`config.mk`:
```
export PLATFORM = sky130hd
export DESIGN_NAME = demux_14
export DESIGN_NICKNAME = d
export VERILOG_FILES = /design/src/rtl/demux_14.sv
export SDC_FILE = /design/constraint.sdc
export NUM_CORES = 1
export LEC_CHECK = 0
export ABC_AREA = 0
export BUFFER_PORTS_ARGS = -buffer_cell sky130_fd_sc_hd__buf_2
export CORE_AREA = 2 2 39 41
export DETAILED_ROUTE_END_ITERATION = 10
export DIE_AREA = 0 0 41 43
export SYNTH_ARGS = -nofsm -noshare
export SYNTH_HDL_FRONTEND = slang
export SYNTH_SLANG_ARGS = --single-unit
```
`constraint.sdc`:
```
create_clock -name clk -period 1 [get_ports clk]
set_input_delay 0.15 -clock clk [delete_from_list [all_inputs] [get_ports clk]]
set_output_delay 0.15 -clock clk [all_outputs]
set_load 0.03 [all_outputs]
```
`src/rtl/demux_14.sv`:
```
// Registered 1-to-4 demultiplexer: x is routed to lane sel on each rising edge,
// all other lanes are cleared. Reset clears every lane asynchronously.
module demux_14 #(
  parameter int unsigned WIDTH = 1
) (
  input  logic                 clk,
  input  logic                 rst,
  input  logic [WIDTH-1:0]     x,
  input  logic [1:0]           sel,
  output logic [4*WIDTH-1:0]   y
);

  localparam int unsigned LANES = 4;

  // Each lane takes x only when its own index matches sel; unknown sel clears all lanes.
  always_ff @(posedge clk or posedge rst) begin
    if (rst) begin
      y <= '0;
    end else begin
      for (int unsigned k = 0; k < LANES; k++) begin
        unique case (sel)
          2'd0, 2'd1, 2'd2, 2'd3:
            y[k*WIDTH +: WIDTH] <= (sel == 2'(k)) ? x : '0;
          default:
            y[k*WIDTH +: WIDTH] <= '0;
        endcase
      end
    end
  end

endmodule

```
==> results.md <==
- PortBufs: 8
- Critical path endpoint category: primary output
- Crit Path Category: flop to primary output
- Critical path cell sequence: buf_2
- Largest net degree at the start of global routing: 5
- Avg Inst Size Synth: 15.7 um^2
- Top delay family on crit path: flip-flops
- DRC violations left: 0
- Placement Setup Slack: 0.335 ns
- Worst slew pin tran: 0.156 ns
- Avg WL per Cell: 6.86 um
- Leak Pwr: 0.136 nW
- Layout cells sized above 1: 61.9%
- H-tree levels: 1
- Crit path required time: 0.85 ns
- Post-synth cell types: 5
- Worst Setup Start Kind: flop
- Post-Syn Nets: 14
- Via count of the routed design: 104
- Max incr delay on CP: 0.35 ns
- ANT cells: 0
- Commonest non-fill, non-tap cell in the layout: buf_2
- Max-slew headroom: 89.7%
- Crit path DAT: 0.75 ns
- Cell row count: 14
- Fin. max-slew vios: 0
- Via-per-instance ratio: 2.81
- Max Buffers Root-to-Sink: 2
- Max_cap viols: 0
- Synthesis Warnings: 0
- Vias in the first global route: 87
- First DRT Iteration DRCs: 2
- Final wirelength: 254 um
- Hold WS: 0.115 ns
- Grt ovf: 0
- Synthesized flop and latch total: 4
- Total CTS buffers: 3
- Critical-path top delay cell: dfrtp_1
- Overall Global Routing Usage: 4.23%
- I/O pin count: 9
- WP buf/inv: 1
- 1st-pass router iterations: 2
- Crit-path max FO: 1
- Fin. Hold Viols: 0
- Root buffer cell: clkbuf_4
- Status: finished clean
- Dpl cells: 33
- Initial cell density of the core: 10.2%
- CTS Sinks: 4
- Post-synth top area share: 70.8%
- Largest registers: y: 4 flops
- Commonest cells after routing, fill and taps aside: buf_2 (8), dfrtp_1 (4), clkbuf_4 (3)
- Sequential area share after synthesis: 70.8%
- # nets final: 28
- RSZ-0062 raised after global routing: false
- Synth area leader: dfrtp_1
- Final cell count without fillers: 37
- Placer Congestion: 0.559
- Max VDD drop: 0.254 mV
- Tmin final: 0.900 ns
- Max Fclk: 1110 MHz
- Initial antenna violation count: 0
- Worst Slack Setup Final: 0.100 ns
- Final setup violation count: 0
- CTS tree: built
- Synth top area cells: dfrtp_1 (71%), and3b_1 (12%), nor3b_2 (8.8%), and3_2 (5.3%), inv_1 (2.7%)
- Remaining antenna violation count: 0
- CORE AREA: 1380 um^2
- Max reg flops: 4
- Die extent in x: 41 um
- Hold WC Path Type: input pin to flop
- Top reg by flops: y
- First-pass GRT wire length: 365 um
- Die area: 1760 um^2
- Cell Pwr Density: 1720 nW/um^2
- Cells after Synth: 9
- Netlist Area Pre-Place: 141 um^2
- Period utilisation layout: 90.0%
- Die H: 43 um
- Setup TNS: 0 ns
- Area Overhead vs Synth: 65.5%
- Clock-pin slew on the worst setup and hold paths: 0.03 ns
==> stage by stage <==
| stage | total power (W) | util (%) | area (um^2) |
|---|---|---|---|
| after detailed placement | 0.000213 | 14.6 | 201 |
| final | 0.000403 | 16.9 | 234 |
| after global placement | 0.000212 | 14.6 | 201 |
| after CTS | 0.000418 | 16.9 | 234 |
| after global routing | 0.000429 | 16.9 | 234 |
| after floorplan | 0.000194 | - | 141 |
==> power breakdown <==
part | total [W] | switching [W] | internal (W)
logic | 0.0000433 | 0.0000255 | 0.0000178
registers | 0.000170 | 0.00000116 | 0.000169
clock network | 0.000189 | 0.0000559 | 0.000134
==> kinds of logic (layout without fill, tap and decap cells) <==
kind of cell  count (synthesis)  in the layout  synth area share, %
flops                         4              4                 70.8
simple gates                  4              4                 26.6
buf+inv                       1             13                 2.65
==> Yosys cell counts, drive strengths merged <==
library cell,count
and3,1
and3b,2
dfrtp,4
inv,1
nor3b,1
==> final timing paths <==
path                         from  endpoint  slack [ns]  depth (start not counted)
setup / recovery             y[0]      y[0]        0.10                          1
min in group asynchronous     rst      y[3]        0.34                          3
hold / removal             sel[0]      y[0]        0.12                          2
max in group asynchronous     rst      y[2]        0.52                          3
==> repair_timing <==
action | 4_1_cts | 5_1_grt
resized for setup | 0 | 0
endpoints found under the setup margin | 0 | 0
endpoints found under the hold margin | 4 | 0
hold buffers | 1 | 0
buffers inserted | 0 | 0
==> metal layers <==
metal	share of wire, %	up-vias	wire (um)	track usage [%]
li1	-	55	-	-
met1	44	38	112	4.22
met2	25	9	64	2.50
met3	27	2	68	6.28
met4	3.5	0	9	6.00
met5	0	-	0	0
==> area by class of cell <==
type / instances / area, um^2
timing repair buffer: 9 / 50.0
sequential: 4 / 100
multi-input combinational: 4 / 37.5
clock buffer: 3 / 22.5
inverter: 1 / 3.75
tap: 16 / 20.0
fill: 157 / 1150
Note: power is estimated with default switching activity, not from simulation.
